File: src/rtl/score_pkg.sv
// Shared types and constants for the score controller: FSM state encoding,
// winner encodings and the saturating score increment.
package score_pkg;

    typedef enum logic [1:0] {
        ST_IDLE  = 2'b00,
        ST_SERVE = 2'b01,
        ST_PLAY  = 2'b10,
        ST_OVER  = 2'b11
    } state_t;

    localparam logic [1:0] WIN_NONE = 2'b00;
    localparam logic [1:0] WIN_P1   = 2'b01;
    localparam logic [1:0] WIN_P2   = 2'b10;

    localparam logic [7:0] SCORE_MAX = 8'd99;

    // Scores stop at SCORE_MAX instead of wrapping.
    function automatic logic [7:0] sat_inc(input logic [7:0] s);
        return (s >= SCORE_MAX) ? SCORE_MAX : s + 8'd1;
    endfunction

endpackage

File: src/rtl/serve_timer.sv
// Pre-serve pause counter: load sets it to SERVE_CYCLES-1, count-enable
// walks it down to zero, done flags zero.
module serve_timer #(
    parameter int SERVE_CYCLES = 50_000_000,
    localparam int W = $clog2(SERVE_CYCLES + 1)
) (
    input  logic clock,
    input  logic reset,
    input  logic load_i,
    input  logic cnt_en_i,
    output logic done_o
);

    localparam logic [W-1:0] LOAD_VAL = W'(SERVE_CYCLES - 1);

    logic [W-1:0] count_q;

    // Count register: reset clears, load wins over decrement, holds at zero.
    always_ff @(posedge clock) begin
        if (reset) begin
            count_q <= '0;
        end else if (load_i) begin
            count_q <= LOAD_VAL;
        end else if (cnt_en_i && (count_q != '0)) begin
            count_q <= count_q - W'(1);
        end
    end

    assign done_o = (count_q == '0);

endmodule

File: src/rtl/score_controller.sv
// Two-player score keeper and serve sequencer (IDLE/SERVE/PLAY/OVER).
// Optional macro WIN_BY_TWO_EN: when defined, a player must reach WIN_SCORE
// with a lead of at least two (or reach 99) to win; otherwise reaching
// WIN_SCORE exactly wins.
module score_controller
    import score_pkg::*;
#(
    parameter int WIN_SCORE    = 11,
    parameter int SERVE_CYCLES = 50_000_000
) (
    input  logic       clock,
    input  logic       reset,
    input  logic       start,
    input  logic       p1_point,
    input  logic       p2_point,
    output logic [7:0] p1_score,
    output logic [7:0] p2_score,
    output logic       serve_en,
    output logic       game_over,
    output logic [1:0] winner
);

    localparam logic [7:0] WIN_B = 8'(WIN_SCORE);

    state_t     state_q, state_d;
    logic [7:0] p1_score_q, p1_score_d;
    logic [7:0] p2_score_q, p2_score_d;
    logic       serve_en_q, serve_en_d;
    logic       game_over_q, game_over_d;
    logic [1:0] winner_q, winner_d;

    logic       p1_only, p2_only, both_pts;
    logic [7:0] p1_inc, p2_inc;
    logic       p1_wins, p2_wins;
    logic       timer_load, timer_cnt_en, timer_done;

    assign p1_only  = p1_point & ~p2_point;
    assign p2_only  = p2_point & ~p1_point;
    assign both_pts = p1_point & p2_point;
    assign p1_inc   = sat_inc(p1_score_q);
    assign p2_inc   = sat_inc(p2_score_q);

`ifdef WIN_BY_TWO_EN
    assign p1_wins = ((p1_inc >= WIN_B) && (p1_inc >= p2_score_q + 8'd2)) || (p1_inc == SCORE_MAX);
    assign p2_wins = ((p2_inc >= WIN_B) && (p2_inc >= p1_score_q + 8'd2)) || (p2_inc == SCORE_MAX);
`else
    assign p1_wins = (p1_inc == WIN_B);
    assign p2_wins = (p2_inc == WIN_B);
`endif

    // The pause is reloaded on every entry into SERVE, including replays.
    assign timer_load   = (state_d == ST_SERVE) && (state_q != ST_SERVE);
    assign timer_cnt_en = (state_q == ST_SERVE);

    serve_timer #(
        .SERVE_CYCLES(SERVE_CYCLES)
    ) u_serve_timer (
        .clock    (clock),
        .reset    (reset),
        .load_i   (timer_load),
        .cnt_en_i (timer_cnt_en),
        .done_o   (timer_done)
    );

    // State and registered outputs; reset overrides every input.
    always_ff @(posedge clock) begin
        if (reset) begin
            state_q     <= ST_IDLE;
            p1_score_q  <= '0;
            p2_score_q  <= '0;
            serve_en_q  <= 1'b0;
            game_over_q <= 1'b0;
            winner_q    <= WIN_NONE;
        end else begin
            state_q     <= state_d;
            p1_score_q  <= p1_score_d;
            p2_score_q  <= p2_score_d;
            serve_en_q  <= serve_en_d;
            game_over_q <= game_over_d;
            winner_q    <= winner_d;
        end
    end

    // Next-state logic: start only matters in IDLE/OVER, points only in PLAY.
    always_comb begin
        state_d = state_q;
        case (state_q)
            ST_IDLE:  if (start) state_d = ST_SERVE;
            ST_SERVE: if (timer_done) state_d = ST_PLAY;
            ST_PLAY: begin
                if (both_pts)     state_d = ST_SERVE;
                else if (p1_only) state_d = p1_wins ? ST_OVER : ST_SERVE;
                else if (p2_only) state_d = p2_wins ? ST_OVER : ST_SERVE;
            end
            ST_OVER:  if (start) state_d = ST_SERVE;
            default:  state_d = ST_IDLE;
        endcase
    end

    // Next output values, registered alongside the state.
    always_comb begin
        p1_score_d = p1_score_q;
        p2_score_d = p2_score_q;
        winner_d   = winner_q;
        case (state_q)
            ST_PLAY: begin
                if (p1_only) begin
                    p1_score_d = p1_inc;
                    if (p1_wins) winner_d = WIN_P1;
                end else if (p2_only) begin
                    p2_score_d = p2_inc;
                    if (p2_wins) winner_d = WIN_P2;
                end
            end
            ST_OVER: begin
                if (start) begin
                    p1_score_d = '0;
                    p2_score_d = '0;
                    winner_d   = WIN_NONE;
                end
            end
            default: ;
        endcase
        serve_en_d  = (state_d == ST_PLAY);
        game_over_d = (state_d == ST_OVER);
    end

    assign p1_score  = p1_score_q;
    assign p2_score  = p2_score_q;
    assign serve_en  = serve_en_q;
    assign game_over = game_over_q;
    assign winner    = winner_q;

endmodule

File: config.mk
export PLATFORM = sky130hd
export DESIGN_NAME = score_controller
export DESIGN_NICKNAME = d
export VERILOG_FILES = /design/src/rtl/score_pkg.sv /design/src/rtl/serve_timer.sv /design/src/rtl/score_controller.sv
export SDC_FILE = /design/constraint.sdc
export NUM_CORES = 1
export LEC_CHECK = 0
export BUFFER_PORTS_ARGS = -buffer_cell sky130_fd_sc_hd__buf_2
export CELL_PAD_IN_SITES_DETAIL_PLACEMENT = 1
export CELL_PAD_IN_SITES_GLOBAL_PLACEMENT = 2
export CORE_MARGIN = 10
export CORE_UTILIZATION = 33
export CTS_BUF_LIST = sky130_fd_sc_hd__clkbuf_8 sky130_fd_sc_hd__clkbuf_16
export CTS_CLUSTER_DIAMETER = 80
export CTS_CLUSTER_SIZE = 12
export DETAILED_ROUTE_END_ITERATION = 10
export PLACE_DENSITY_LB_ADDON = 0.3
export RECOVER_POWER = 25
export SLEW_MARGIN = 20
export SYNTH_ARGS = -nofsm -noshare
export SYNTH_HDL_FRONTEND = slang
export SYNTH_HIERARCHICAL = 1
export SYNTH_SLANG_ARGS = --single-unit
File: constraint.sdc
create_clock -name clock -period 2.7 [get_ports clock]
set_clock_uncertainty 0.2 [all_clocks]
set_input_delay 0.54 -clock clock [delete_from_list [all_inputs] [get_ports clock]]
set_output_delay 0.54 -clock clock [all_outputs]
set_load 0.02 [all_outputs]
Yosys cells after proc, flatten, opt, wreduce, memory -nomap -nowiden:

Cells that the tools add are included.
W data, S select, Z words.

* add/sub/neg operators: 3
* order comparisons: 2
* equal/unequal tests: 16
* multiplexer cells: 24
* bitwise logic cells: 5
* reduce and logical (&&, ||, !) cells: 12

Operators by type and width (number)
* $mux W26: 2
* $mux W8: 6
* $pmux W8 S2: 2
* $logic_not A26 Y1: 1
* $reduce_bool A26 Y1: 1
* $sub A26 B1 Y26 const B: 1
* $mux W2: 12
* $add A8 B1 Y8 const B: 2
* $eq A8 B4 Y1 const B: 2
* $ge A8 B7 Y1 const B: 2
* $ne A3 B3 Y1 const B: 3
* $eq A2 B2 Y1 const B: 4
* $ne A2 B2 Y1 const B: 4
* $pmux W2 S3: 1
* $reduce_and A5 Y1: 1
* $eq A2 B1 Y1 const B: 2
* $pmux W2 S2: 1
* $reduce_and A4 Y1: 1
* $reduce_bool A2 Y1: 2
* $reduce_or A2 Y1: 2
* $and A1 B1 Y1: 3
* $reduce_and A3 Y1: 1
* $logic_and A1 B1 Y1: 2
* $logic_not A2 Y1: 1
* other kinds (2): 3

* flip-flop bits (word level): 48
* input bits: 5
* output and inout bits: 20

Longest topological paths before layout:

* depth after elaboration: 11
* depth in mapped cells: 9
* gate-level depth less buffers: 9

By module:

Netlist, hierarchy kept.

Modules (own cells, without submodules)
* serve_timer: instances 1, cells each 149, area each 1440.1 sq um, seq. area each 520.5 sq um
* score_controller: instances 1, cells each 173, area each 1363.8 sq um, seq. area each 440.4 sq um

Worst setup path after synthesis:

Ideal clock, no wire load.

* path kind: reg2reg
* start: reg p2_score_q[0], in the netlist p2_score[0]
* end: reg u_serve_timer.count_q[13]
* setup time: 0.137 ns
* arrival time: 2.465 ns
* required time: 2.363 ns
* path slack: -0.102 ns
* stages on the path, launching flop included: 10
* buffers on the path: 1
* clock period less this slack: 2.802 ns
* cells stage by stage: dfxtp_1 > ha_1 > or3_1 > a2111oi_2 > o21ai_1 > a211o_1 > o211a_1 > clkinv_1 > clkbuf_1 > a31oi_1

* word-level cells in the longest chain between the ends: 11
* elaborated cells between the ends (all ways): 13
* classes of those cells: add/sub: 1; order compare: 1; eq/ne: 2; mux: 7; reduce/logical: 2

RTL lines
* start: declaration: RTL line score_controller.sv:27 `logic [7:0] p2_score_q, p2_score_d;`
* start signal: assignment: RTL line score_controller.sv:77 `p2_score_q <= p2_score_d;`
* $add A8 B1 Y8 / $ge A8 B7 Y1 (equally long branches): RTL line score_pkg.sv:20 `return (s >= SCORE_MAX) ? SCORE_MAX : s + 8'd1;`
* $mux W8 (*): RTL line score_pkg.sv:20
* $eq A8 B4 Y1 (*): RTL line score_controller.sv:48 `assign p2_wins = (p2_inc == WIN_B);`
* $mux W2 (*) (2 in series): RTL line score_controller.sv:93 `else if (p2_only) state_d = p2_wins ? ST_OVER : ST_SERVE;`
* $mux W2 (*): RTL line score_controller.sv:92 `else if (p1_only) state_d = p1_wins ? ST_OVER : ST_SERVE;`
* $mux W2 (*): RTL line score_controller.sv:91 `if (both_pts) state_d = ST_SERVE;`
* $pmux W2 S3 (*): RTL line score_controller.sv:87 `case (state_q)`
* $eq A2 B1 Y1 (*): RTL line score_controller.sv:52 `assign timer_load = (state_d == ST_SERVE) && (state_q != ST_SERVE);`
* $logic_and A1 B1 Y1 (*): RTL line score_controller.sv:52
* net timer_load: RTL line score_controller.sv:35 `logic timer_load, timer_cnt_en, timer_done;`
* $mux W26 / $reduce_bool A2 Y1 (equally long branches)
* end signal: assignment: RTL line serve_timer.sv:25 `count_q <= count_q - W'(1);`
* end: declaration: RTL line serve_timer.sv:16 `logic [W-1:0] count_q;`

The timed path passes the listed nets; every way through them passes the cells marked *.
A chain may end at the register's enable or synchronous reset.

Worst setup path in the final report:

* start: reg p2_score_q[1], in the netlist p2_score[1]
* end: reg u_serve_timer.count_q[9]

* word-level cells in the longest chain between the ends: 11
* elaborated cells between the ends (all ways): 12
* classes of those cells: add/sub: 1; order compare: 1; eq/ne: 2; mux: 6; reduce/logical: 2

RTL lines (RTL line)
* $add A8 B1 Y8 / $ge A8 B7 Y1 (equally long branches): score_pkg.sv:20
* $mux W8 (*): score_pkg.sv:20
* $eq A8 B4 Y1 (*): score_controller.sv:48
* $mux W2 (*) (2 in series): score_controller.sv:93
* $mux W2 (*): score_controller.sv:92
* $mux W2 (*): score_controller.sv:91
* $pmux W2 S3 (*): score_controller.sv:87
* $eq A2 B1 Y1 (*): score_controller.sv:52
* $logic_and A1 B1 Y1 (*): score_controller.sv:52
* net timer_load: score_controller.sv:35
* $reduce_or A2 Y1 (no line) (*)

Marks and branches as above.

==> run summary <==
status = completed
Combinational Power Share = 43.4%
Most used DFF post-synth = dfxtp_1
unrepaired setup endpoints after global routing = false
first-pass GRT wire length = 12800 um
grt ovf = 0
warnings from Yosys = 6
main combinational cell family by area after synthesis = simple AND/OR/NAND/NOR gates
worst vdd ir = 348 uV
Worst setup SP type = register
leading cell type in the layout, fill and taps excluded = dfxtp_1
buffers and inverters on the worst path = 2
Avg Cell Area, Syn = 8.71 um^2
setup violators final = 0
Area Overhead vs Synth = 15.9%
Compound-Gate Fraction of Synth Area = 25.5%
mux contribution to synthesized area = 0.357%
Post-Synth XOR/XNOR Area = 4.37%
Worst path max stage delay = 0.44 ns
switch share = 40.4%
Post-DP HPWL = 5410 um
nets@finish = 371
Post-synth EDFFs = 0
CTS root buf = clkbuf_8
core box area = 0.00826 mm^2
total power = 2900 uW
Slew @ Worst Pin = 0.810 ns
total track usage = 11.9%
Slew headroom = 46.0%
post-synthesis adder-cell area fraction = 4.02%
Mapped Nets = 336
CP Max Fanout = 8
Synth Cell Area = 0.00280 mm^2
maximum root-to-sink buffer count = 2
met3 Use GR = 2.40%
die area = 0.0126 mm^2
Top Family by Delay on Critical Path = compound AO/OA/AOI/OAI gates
Port-buffer cells = 24
H-Tree Depth = 2
cell mode on critical path = buf_4
final hold violations = 0
Synth Register Bits = 48
clock-pin slew on the worst setup and hold paths = 0.09 ns
chip height = 112 um
most frequent cells in the layout = 46 x dfxtp_1, 36 x a21oi_1, 21 x nand2_1, 21 x nor2_1, 17 x clkbuf_1
grt met2 use = 20.5%
initial antenna violation count = 0
via count = 2588
Fillers = 1011
WL per Instance = 16.2 um
Post-Synthesis Cells = 322
total CTS buffers = 5
I/O pin count = 25
min cycle time layout = 2.54 ns
Multi-input gate area = 0.00176 mm^2
CP cell instances = ha_2 > buf_4 > a2111oi_1 > buf_4 > o21ai_1 > a211o_1 > o211a_1 > or2_4 > a21oi_1
Slowest-stage cell, CP = a2111oi_1
Unique masters post-synth = 61
Initial Util = 34.0%
worst skew pair latency = 0.31 ns
Clock Power Share = 20.1%
vias in the first global route = 2612
max-slew violation count = 0
Synth Area in Simple Gates = 28.0%
Avg Vias per Cell = 5.59
met1 Track Usage GR = 14.5%
NetSw = 1170 uW
layout cells sized above 1 = 16.8%
sequential group share of total power = 36.6%
fraction of registers with async set/reset = 0%
die width = 112 um
drt initial violations = 103
Routed Antenna Nets = 0
final non-filler cell total = 463
pin count of the biggest net entering global routing = 41
n_diodes = 0
Seq/Total Area, Yosys = 34.3%
Setup TNS = 0 ns
Power Internal = 1730 uW
DRC viols = 0
Critical Path AT = 2.56 ns
Pleak = 0.00112 uW
Post-CTS Setup Inserts = 0
DRT Wirelength = 7520 um
dpl cells = 455
RePlAce Congestion = 0.832
max cap viols = 0
Hold Path Class = register to register
register cell area after layout = 963 um^2
critical path class = register to register
fmax = 394 MHz
CTS sink count = 48
PD cells = 892 mW/mm^2
number of cell rows = 33
fin crit share = 93.9%
WP data required = 2.73 ns
CTS tree = built
GRT Max-Usage Layer = met2
Critical Path Sink Type = register
1st-pass router iterations = 4
==> Yosys cell counts, types with 2 or more instances <==
library cell	instances	area (um^2)
o21ai_0	12	60.1
a31o_1	2	17.5
nor3_2	2	20.0
nor2b_1	4	25.0
clkbuf_1	8	30.0
o41ai_1	2	17.5
nand2_1	21	78.8
or4_4	4	45.0
nand3_2	2	20.0
xnor2_1	10	87.6
nand3_1	9	45.0
nand4_1	3	18.8
a21oi_1	36	180
nor3b_1	5	37.5
nor4_4	2	42.5
buf_6	2	22.5
ha_1	9	113
a2111oi_0	3	26.3
xor2_1	4	35.0
nor2_1	21	78.8
nor4_1	3	18.8
o31ai_1	4	30.0
or4_1	5	37.5
a211oi_1	2	15.0
dfxtp_1	48	961
a31oi_1	14	87.6
o21ai_1	4	20.0
o211ai_1	5	37.5
nor3_1	4	20.0
or3_2	4	30.0
and3_1	2	12.5
inv_1	10	37.5
a211oi_2	2	25.0
o311ai_0	2	17.5
or2_2	3	18.8
o2111ai_1	2	17.5
a21o_1	2	15.0
nor4b_1	2	17.5
nand2b_1	6	37.5
a311oi_1	5	43.8
or3_1	12	75.1
==> metrics by stage <==
stage / hold slack [ns] / worst slack (ns) / utilization (%) / area [um^2]
detailed placement: 0.280 / 0.0716 / 37.9 / 3130
global route: 0.329 / 0.0411 / 39.4 / 3250
finish: 0.292 / 0.164 / 39.4 / 3250
global placement: 0.267 / 0.137 / 37.9 / 3130
floorplan: 0.288 / 0.0198 / - / 2810
CTS: 0.295 / 0.0532 / 39.4 / 3260
==> timing repair <==
item | 4_1_cts | 5_1_grt
gates resized for setup | 0 | 3
hold buffers | 0 | 0
endpoints found under the setup margin | 0 | 9
==> power by group through the flow <==
stage	Combinational (uW)	Sequential, uW	Clock [uW]
6_report	1260	1060	582
5_1_grt	1390	1090	629
4_1_cts	1270	1060	605
3_5_place_dp	1260	1080	0
3_3_place_gp	1240	1070	0
2_1_floorplan	892	1040	0
==> state kept, by name, indices dropped and copies added (netlist names) <==
signal,flops
p2_score,8
winner,2
serve_en,1
game_over,1
u_serve_timer/count_q,26
p1_score,8
state_q,2
==> worst register-to-register path: stages (launching register included) <==
cell	delay [ns]
dfxtp_2	0.35
ha_2	0.17
buf_4	0.15
a2111oi_1	0.44
buf_4	0.19
o21ai_1	0.06
a211o_1	0.28
o211a_1	0.16
or2_4	0.30
a21oi_1	0.15
==> area by class of cell <==
type / instances / share of cell area, %
clock buffers: 7 / 2.96
clock inverters: 1 / 0.924
inverters: 11 / 1.27
multi-input cells: 252 / 54.3
flip-flops and latches: 48 / 29.6
well taps: 105 / 4.04
repair buffers: 39 / 6.89
==> path summary, 6_finish.rpt <==
check                           startpoint  cells after the start                                    end  slack [ns]
setup reg to reg  p2_score[1]$_SDFFE_PP0P_                      9  u_serve_timer/count_q[9]$_SDFFE_PP0P_        0.16
setup / recovery  p2_score[1]$_SDFFE_PP0P_                      9  u_serve_timer/count_q[9]$_SDFFE_PP0P_        0.16
hold reg to reg   p2_score[1]$_SDFFE_PP0P_                      2               p2_score[1]$_SDFFE_PP0P_        0.29
hold / removal    p2_score[1]$_SDFFE_PP0P_                      2               p2_score[1]$_SDFFE_PP0P_        0.29
==> routing by layer <==
metal	wire (um)	part of all wire (%)
met5	0	0
met4	83	1.1
met3	185	2.5
met2	3660	49
met1	3590	48
==> kinds of logic (layout without fill, tap and decap cells) <==
group / count (synthesis) / after routing
AOI/OAI and AO/OA: 106 / 106
xor gates and xnor gates: 14 / 14
adders and majority gates: 9 / 9
buffers and inverters: 22 / 58
DFF: 48 / 48
muxes: 1 / 1
and+or+nand+nor: 122 / 122
Power figures use the tool's default switching activity.
